File: src/rtl/alu_sched.sv
// Two-requester front end for a 16-bit combinational ALU: arbitrates commands and
// runs 32-bit operations as a low half followed by an optional high half.
module alu_sched #(
  parameter int unsigned RR = 1
) (
  input  logic        clk,
  input  logic        rst,
  input  logic        req0_valid,
  input  logic [31:0] req0_a,
  input  logic [31:0] req0_b,
  input  logic [3:0]  req0_select,
  input  logic        req0_mode,
  input  logic        req0_carry_in,
  input  logic        req0_wide,
  output logic        req0_ready,
  input  logic        req1_valid,
  input  logic [31:0] req1_a,
  input  logic [31:0] req1_b,
  input  logic [3:0]  req1_select,
  input  logic        req1_mode,
  input  logic        req1_carry_in,
  input  logic        req1_wide,
  output logic        req1_ready,
  output logic [15:0] alu_a,
  output logic [15:0] alu_b,
  output logic [3:0]  alu_select,
  output logic        alu_mode,
  output logic        alu_carry_in,
  input  logic [15:0] alu_out,
  input  logic        alu_carry_out,
  input  logic        alu_compare,
  output logic        rsp_valid,
  output logic        rsp_id,
  output logic [31:0] rsp_data,
  output logic        rsp_carry,
  output logic        rsp_compare,
  input  logic        rsp_ready,
  output logic        busy
);

  localparam int unsigned DW = 32;
  localparam int unsigned HW = 16;
  localparam int unsigned SW = 4;

  localparam logic [1:0] S_IDLE = 2'd0;
  localparam logic [1:0] S_LO   = 2'd1;
  localparam logic [1:0] S_HI   = 2'd2;
  localparam logic [1:0] S_RESP = 2'd3;

  logic [1:0]    state_q, state_d;
  logic          last_q, last_d;
  logic [DW-1:0] a_q, a_d, b_q, b_d;
  logic [SW-1:0] sel_q, sel_d;
  logic          mode_q, mode_d;
  logic          cin_q, cin_d;
  logic          wide_q, wide_d;
  logic          id_q, id_d;
  logic [DW-1:0] res_q, res_d;
  logic          carry_lo_q, carry_lo_d;
  logic          cmp_lo_q, cmp_lo_d;
  logic          rsp_carry_q, rsp_carry_d;
  logic          rsp_cmp_q, rsp_cmp_d;

  logic          gnt_any_c;
  logic          gnt_id_c;

  // Grant: a lone requester wins; on contention RR alternates, otherwise requester 0
  always_comb begin
    gnt_any_c = req0_valid | req1_valid;
    if (req0_valid && req1_valid) begin
      gnt_id_c = (RR != 0) ? ~last_q : 1'b0;
    end else begin
      gnt_id_c = req1_valid;
    end
  end

  assign req0_ready = (state_q == S_IDLE) & gnt_any_c & ~gnt_id_c;
  assign req1_ready = (state_q == S_IDLE) & gnt_any_c &  gnt_id_c;

  always_comb begin
    state_d     = state_q;
    last_d      = last_q;
    a_d         = a_q;
    b_d         = b_q;
    sel_d       = sel_q;
    mode_d      = mode_q;
    cin_d       = cin_q;
    wide_d      = wide_q;
    id_d        = id_q;
    res_d       = res_q;
    carry_lo_d  = carry_lo_q;
    cmp_lo_d    = cmp_lo_q;
    rsp_carry_d = rsp_carry_q;
    rsp_cmp_d   = rsp_cmp_q;
    alu_a        = '0;
    alu_b        = '0;
    alu_select   = '0;
    alu_mode     = 1'b0;
    alu_carry_in = 1'b0;

    case (state_q)
      S_IDLE: begin
        if (gnt_any_c) begin
          a_d     = gnt_id_c ? req1_a        : req0_a;
          b_d     = gnt_id_c ? req1_b        : req0_b;
          sel_d   = gnt_id_c ? req1_select   : req0_select;
          mode_d  = gnt_id_c ? req1_mode     : req0_mode;
          cin_d   = gnt_id_c ? req1_carry_in : req0_carry_in;
          wide_d  = gnt_id_c ? req1_wide     : req0_wide;
          id_d    = gnt_id_c;
          last_d  = gnt_id_c;
          state_d = S_LO;
        end
      end
      S_LO: begin
        alu_a        = a_q[HW-1:0];
        alu_b        = b_q[HW-1:0];
        alu_select   = sel_q;
        alu_mode     = mode_q;
        alu_carry_in = cin_q;
        carry_lo_d   = alu_carry_out;
        cmp_lo_d     = alu_compare;
        if (wide_q) begin
          res_d   = {res_q[DW-1:HW], alu_out};
          state_d = S_HI;
        end else begin
          res_d       = {HW'(0), alu_out};
          rsp_carry_d = alu_carry_out;
          rsp_cmp_d   = alu_compare;
          state_d     = S_RESP;
        end
      end
      S_HI: begin
        alu_a        = a_q[DW-1:HW];
        alu_b        = b_q[DW-1:HW];
        alu_select   = sel_q;
        alu_mode     = mode_q;
        // Arithmetic mode chains the low-half carry; logic mode reuses the command carry
        alu_carry_in = mode_q ? cin_q : carry_lo_q;
        res_d        = {alu_out, res_q[HW-1:0]};
        rsp_carry_d  = alu_carry_out;
        rsp_cmp_d    = cmp_lo_q & alu_compare;
        state_d      = S_RESP;
      end
      S_RESP: begin
        if (rsp_ready) begin
          state_d = S_IDLE;
        end
      end
      default: state_d = S_IDLE;
    endcase
  end

  always_ff @(posedge clk or posedge rst) begin
    if (rst) begin
      state_q     <= S_IDLE;
      last_q      <= 1'b1;
      a_q         <= '0;
      b_q         <= '0;
      sel_q       <= '0;
      mode_q      <= 1'b0;
      cin_q       <= 1'b0;
      wide_q      <= 1'b0;
      id_q        <= 1'b0;
      res_q       <= '0;
      carry_lo_q  <= 1'b0;
      cmp_lo_q    <= 1'b0;
      rsp_carry_q <= 1'b0;
      rsp_cmp_q   <= 1'b0;
    end else begin
      state_q     <= state_d;
      last_q      <= last_d;
      a_q         <= a_d;
      b_q         <= b_d;
      sel_q       <= sel_d;
      mode_q      <= mode_d;
      cin_q       <= cin_d;
      wide_q      <= wide_d;
      id_q        <= id_d;
      res_q       <= res_d;
      carry_lo_q  <= carry_lo_d;
      cmp_lo_q    <= cmp_lo_d;
      rsp_carry_q <= rsp_carry_d;
      rsp_cmp_q   <= rsp_cmp_d;
    end
  end

  assign rsp_valid   = (state_q == S_RESP);
  assign rsp_id      = id_q;
  assign rsp_data    = res_q;
  assign rsp_carry   = rsp_carry_q;
  assign rsp_compare = rsp_cmp_q;
  assign busy        = (state_q != S_IDLE);

endmodule

File: config.mk
export PLATFORM = sky130hd
export DESIGN_NAME = alu_sched
export DESIGN_NICKNAME = d
export VERILOG_FILES = /design/src/rtl/alu_sched.sv
export SDC_FILE = /design/constraint.sdc
export NUM_CORES = 1
export LEC_CHECK = 0
export ABC_CLOCK_PERIOD_IN_PS = 7200
export BUFFER_PORTS_ARGS = -buffer_cell sky130_fd_sc_hd__buf_4
export CELL_PAD_IN_SITES_DETAIL_PLACEMENT = 1
export CELL_PAD_IN_SITES_GLOBAL_PLACEMENT = 1
export CORE_MARGIN = 2
export CORE_UTILIZATION = 38
export DETAILED_ROUTE_END_ITERATION = 7
export PLACE_DENSITY = 0.86
export SLEW_MARGIN = 15
export SYNTH_ARGS = -nofsm -noshare
export SYNTH_HDL_FRONTEND = slang
export SYNTH_SLANG_ARGS = --single-unit
File: constraint.sdc
create_clock -name clk -period 7.2 [get_ports clk]
set_clock_uncertainty 0.05 [all_clocks]
set_input_delay 0.72 -clock clk [delete_from_list [all_inputs] [get_ports clk]]
set_output_delay 0.72 -clock clk [all_outputs]
set_load 0.01 [all_outputs]
==> results.md <==
- Fraction of the core area covered by cells at the end of the flow: 54.6%
- Post-synthesis cell count: 500
- Register bit total from synthesis: between 100 and 150
- Worst slew slack as a fraction of its limit: 41.1%
- Met3 Resource Use GR: 5.95%
- Number of top-level pins: 242
- Unique masters post-synth: 26
- Clock root buffer master: clkbuf_16
- TritonCTS sink count: about 110
- Total cell area at the placement stage: 7310 sq um
- Worst reg2reg startpoint: state_q[1]$_DFFE_PP0P_
- WL/cell: 19.7 um
- Met1 track demand over resource in global routing: between 20 and 30%
- Vias per inst: 5.32
- Area inside the core boundary: roughly 14000 sq um
- Number of H-tree levels: 3
- Syn_area_per_cell: 10.9 sq um
- X dimension of the die: ~120 um
- HPWL after detailed placement: around 13000 um
- Leakage component of the power: 3.65 nW
- Post-route antenna net violation count: 0
- Diode insertion count for antenna repair: 0
- Total power density per cell area: 435 nW/um^2
- Class of the most critical hold timing path: input port to asynchronous set/reset pin
- Final cell count without fillers: 902
- Leading cell type in the layout, fill and taps excluded: buf_4
- Max Root-Sink Buffers: 2
- Fin crit period: just over 3 ns
- Number of buffers added for setup after CTS: 0
- Floorplan row count: 43
- Crit Reg-Reg Endpoint: rsp_carry$_DFFE_PP0P_
- Setup violations, final: 0
- Nature of the critical path startpoint: flop
- Proportion of synthesized area in mux cells: 4.14%
- Sequential cell area: 2780 sq um
- Clock tree from TritonCTS: built
- Wire length of the first global-routing pass: between 20000 and 30000 um
- Count of buffers from port buffering: 241
- Clock transition at the registers of the reported paths: approximately 0.070 ns
- Initial standard-cell utilization of the core: 39.1%
- Worst setup startpoint: state_q[1]$_DFFE_PP0P_
- Share of synthesized cell area in full adder, half adder and majority cells: around 1.6%
- Routability congestion estimate from global placement: about 0.83
- Combinational family with the most area after synthesis: compound AO/OA/AOI/OAI gates
- Height of the chip: 124 um
- Largest net degree at the start of global routing: 74
- Data arrival time at the worst-slack endpoint: 2.32 ns
- Die outline area: around 15000 sq um
- Max-slew violation total from the final report: 0
- Synthesized-area fraction occupied by ao, oa, aoi and oai cells: 20.5%
- Synthesized-area fraction occupied by and/or/nand/nor cells: 15.5%
- DR vias: between 4000 and 5000
- Share of final-layout standard cells stronger than drive strength 1: 38.4%
- Worst Max-Slew Pin Slew: 0.883 ns
- Area taken by multi-input logic gates: 2300 sq um
- R2R setup slack: between 4 and 5 ns
- DRC errors left: 0
- IR Drop Worst-Case VDD: around 190 uV
- Growth of design area from synthesis to finish: 39.8%
- Met2 layer usage reported by global route: 40.3%
- Layout net count: around 890
- Post-synthesis instance area: ~5500 sq um
- Unrepaired setup endpoints after global routing: false
- Fillers: 1496
- Number of global-route vias before repair: 5190
- Count of cells along the worst register-to-register path: 6
- Data required time of the critical path: ~6.4 ns
- Num CTS Buffers: 9
- Hold bufs inserted after CTS: 0
- First-iteration detailed-routing DRC count: 229
- Routed wire length: about 18000 um
- Synthesis Warnings: 0
- # placed instances: between 800 and 900
- Leading cell types in the layout, fill and taps excluded: 247 x buf_4, 110 x dfrtp_1, 71 x a221o_1
- Global-route layer with the greatest usage: met2
- Destination of the critical timing path: alu_b[15]
- Sum of negative setup slack: 0 ns
- Post_cts resized: 0
- Final count of hold timing violations: 0
- Largest driver fanout on the critical path: 38
- Seq/Total Area, Yosys: 50.9%
- Maximum frequency from static timing analysis: 0.323 GHz
- Final Instance Area: around 7600 sq um
- Status: finished, final reports clean
- Crit. End Element: output port
- Overall routing resource usage: about a quarter
- Xor/xnor cell area share of the yosys netlist: 0%
- Total congestion overflow: 0
- Synthesized netlist net count: 672
- Initial antenna violation count: 0
- Clk_lat worst skew: approximately 0.34 ns
- Max-Cap Viols: 0
- Final period utilization: 42.9%
- Detailed-routing iteration count for the pre-antenna-repair pass: 4
- Crit Path Category: flop to output port
==> routing by layer <==
| layer | routed length, um | vias to the layer above |
|---|---|---|
| met5 | 0 | - |
| met4 | 358 | 0 |
| met3 | 1360 | 26 |
| met1 | 7190 | 2376 |
| met2 | 8840 | 198 |
| li1 | - | 2199 |
==> how the worst min path moves through the flow <==
| stage | start | end | slack [ns] | cells past startpoint |
|---|---|---|---|---|
| 2_1_floorplan | cmp_lo_q$_DFFE_PP0N_ | cmp_lo_q$_DFFE_PP0N_ | 0.43 | 1 |
| 3_3_place_gp | rsp_id$_DFFE_PP0N_ | rsp_id$_DFFE_PP0N_ | 0.43 | 1 |
| 3_5_place_dp | rsp_id$_DFFE_PP0N_ | rsp_id$_DFFE_PP0N_ | 0.44 | 1 |
| 4_1_cts | rst | a_q[24]$_DFFE_PP0N_ | 0.44 | 2 |
| 5_1_grt | rst | a_q[24]$_DFFE_PP0N_ | 0.45 | 2 |
| 6_report | rst | a_q[24]$_DFFE_PP0N_ | 0.41 | 2 |
==> worst max-delay path, stage by stage (launching register included) <==
cell     delay, ns
dfrtp_1       0.44
inv_1         0.16
ha_2          0.79
a22oi_1       0.27
nor2b_1       0.17
buf_4         0.13
==> registers in the layout, summed over array words and instances, names as in the netlist <==
| signal | count |
|---|---|
| carry_lo_q | 1 |
| state_q | 2 |
| rsp_id | 1 |
| mode_q | 1 |
| last_q | 1 |
| rsp_data | 32 |
| rsp_carry | 1 |
| wide_q | 1 |
| cin_q | 1 |
| cmp_lo_q | 1 |
| b_q | 32 |
| sel_q | 4 |
| a_q | 32 |
| rsp_compare | 1 |
==> cell families after synthesis <==
group,count (synthesis)
AO/OA/AOI/OAI,130
adder cells (fa/ha/maj),7
flip-flops,111
buffers and inverters,80
multiplexers,22
AND/OR/NAND/NOR,150
==> stage by stage <==
stage	hold slack (ns)	power [W]	worst slack [ns]
after floorplan	0.425	0.00212	3.50
after global placement	0.433	0.00270	4.55
after detailed placement	0.436	0.00278	4.32
after CTS	0.437	0.00335	3.93
after global routing	0.448	0.00356	3.91
final	0.413	0.00332	4.11
==> where the power goes <==
part | switching (W) | internal, W | total, W
Combinational | 0.000840 | 0.000821 | 0.00166
Clock | 0.000235 | 0.000317 | 0.000551
Sequential | 0.000182 | 0.000925 | 0.00111
==> cells in the mapped netlist <==
library cell    n  area (sq um)
mux2i_1        17           170
ha_1            7          87.6
dfstp_2         1          26.3
nand2_1        34           128
buf_4          10          75.1
nor2_1          3          11.3
and2_1          9          56.3
mux2_2          5          56.3
a21oi_4         1          16.3
dfrtp_1       110          2750
a2bb2oi_1       1          8.76
clkbuf_1       11          41.3
o21ai_0        17          85.1
nor2b_1        36           225
a221o_1        71           711
nor3_1          1          5.00
a211oi_1        1          7.51
o21ai_4         1          16.3
buf_6           7          78.8
buf_1           2          7.51
buf_2          11          55.1
a21oi_1         3          15.0
a21o_1          2          15.0
inv_1          39           146
a22oi_1        33           248
and2_0         67           419
==> area by class of cell <==
cell class              instances  area share, %
clock buffers                  10           3.13
clock inverters                 6           1.18
inverters                      39           1.95
multi-input cells             309           30.2
flip-flops and latches        111           36.4
well taps                     180           2.95
repair buffers                247           24.3
Note: power is estimated with default switching activity, not from simulation.
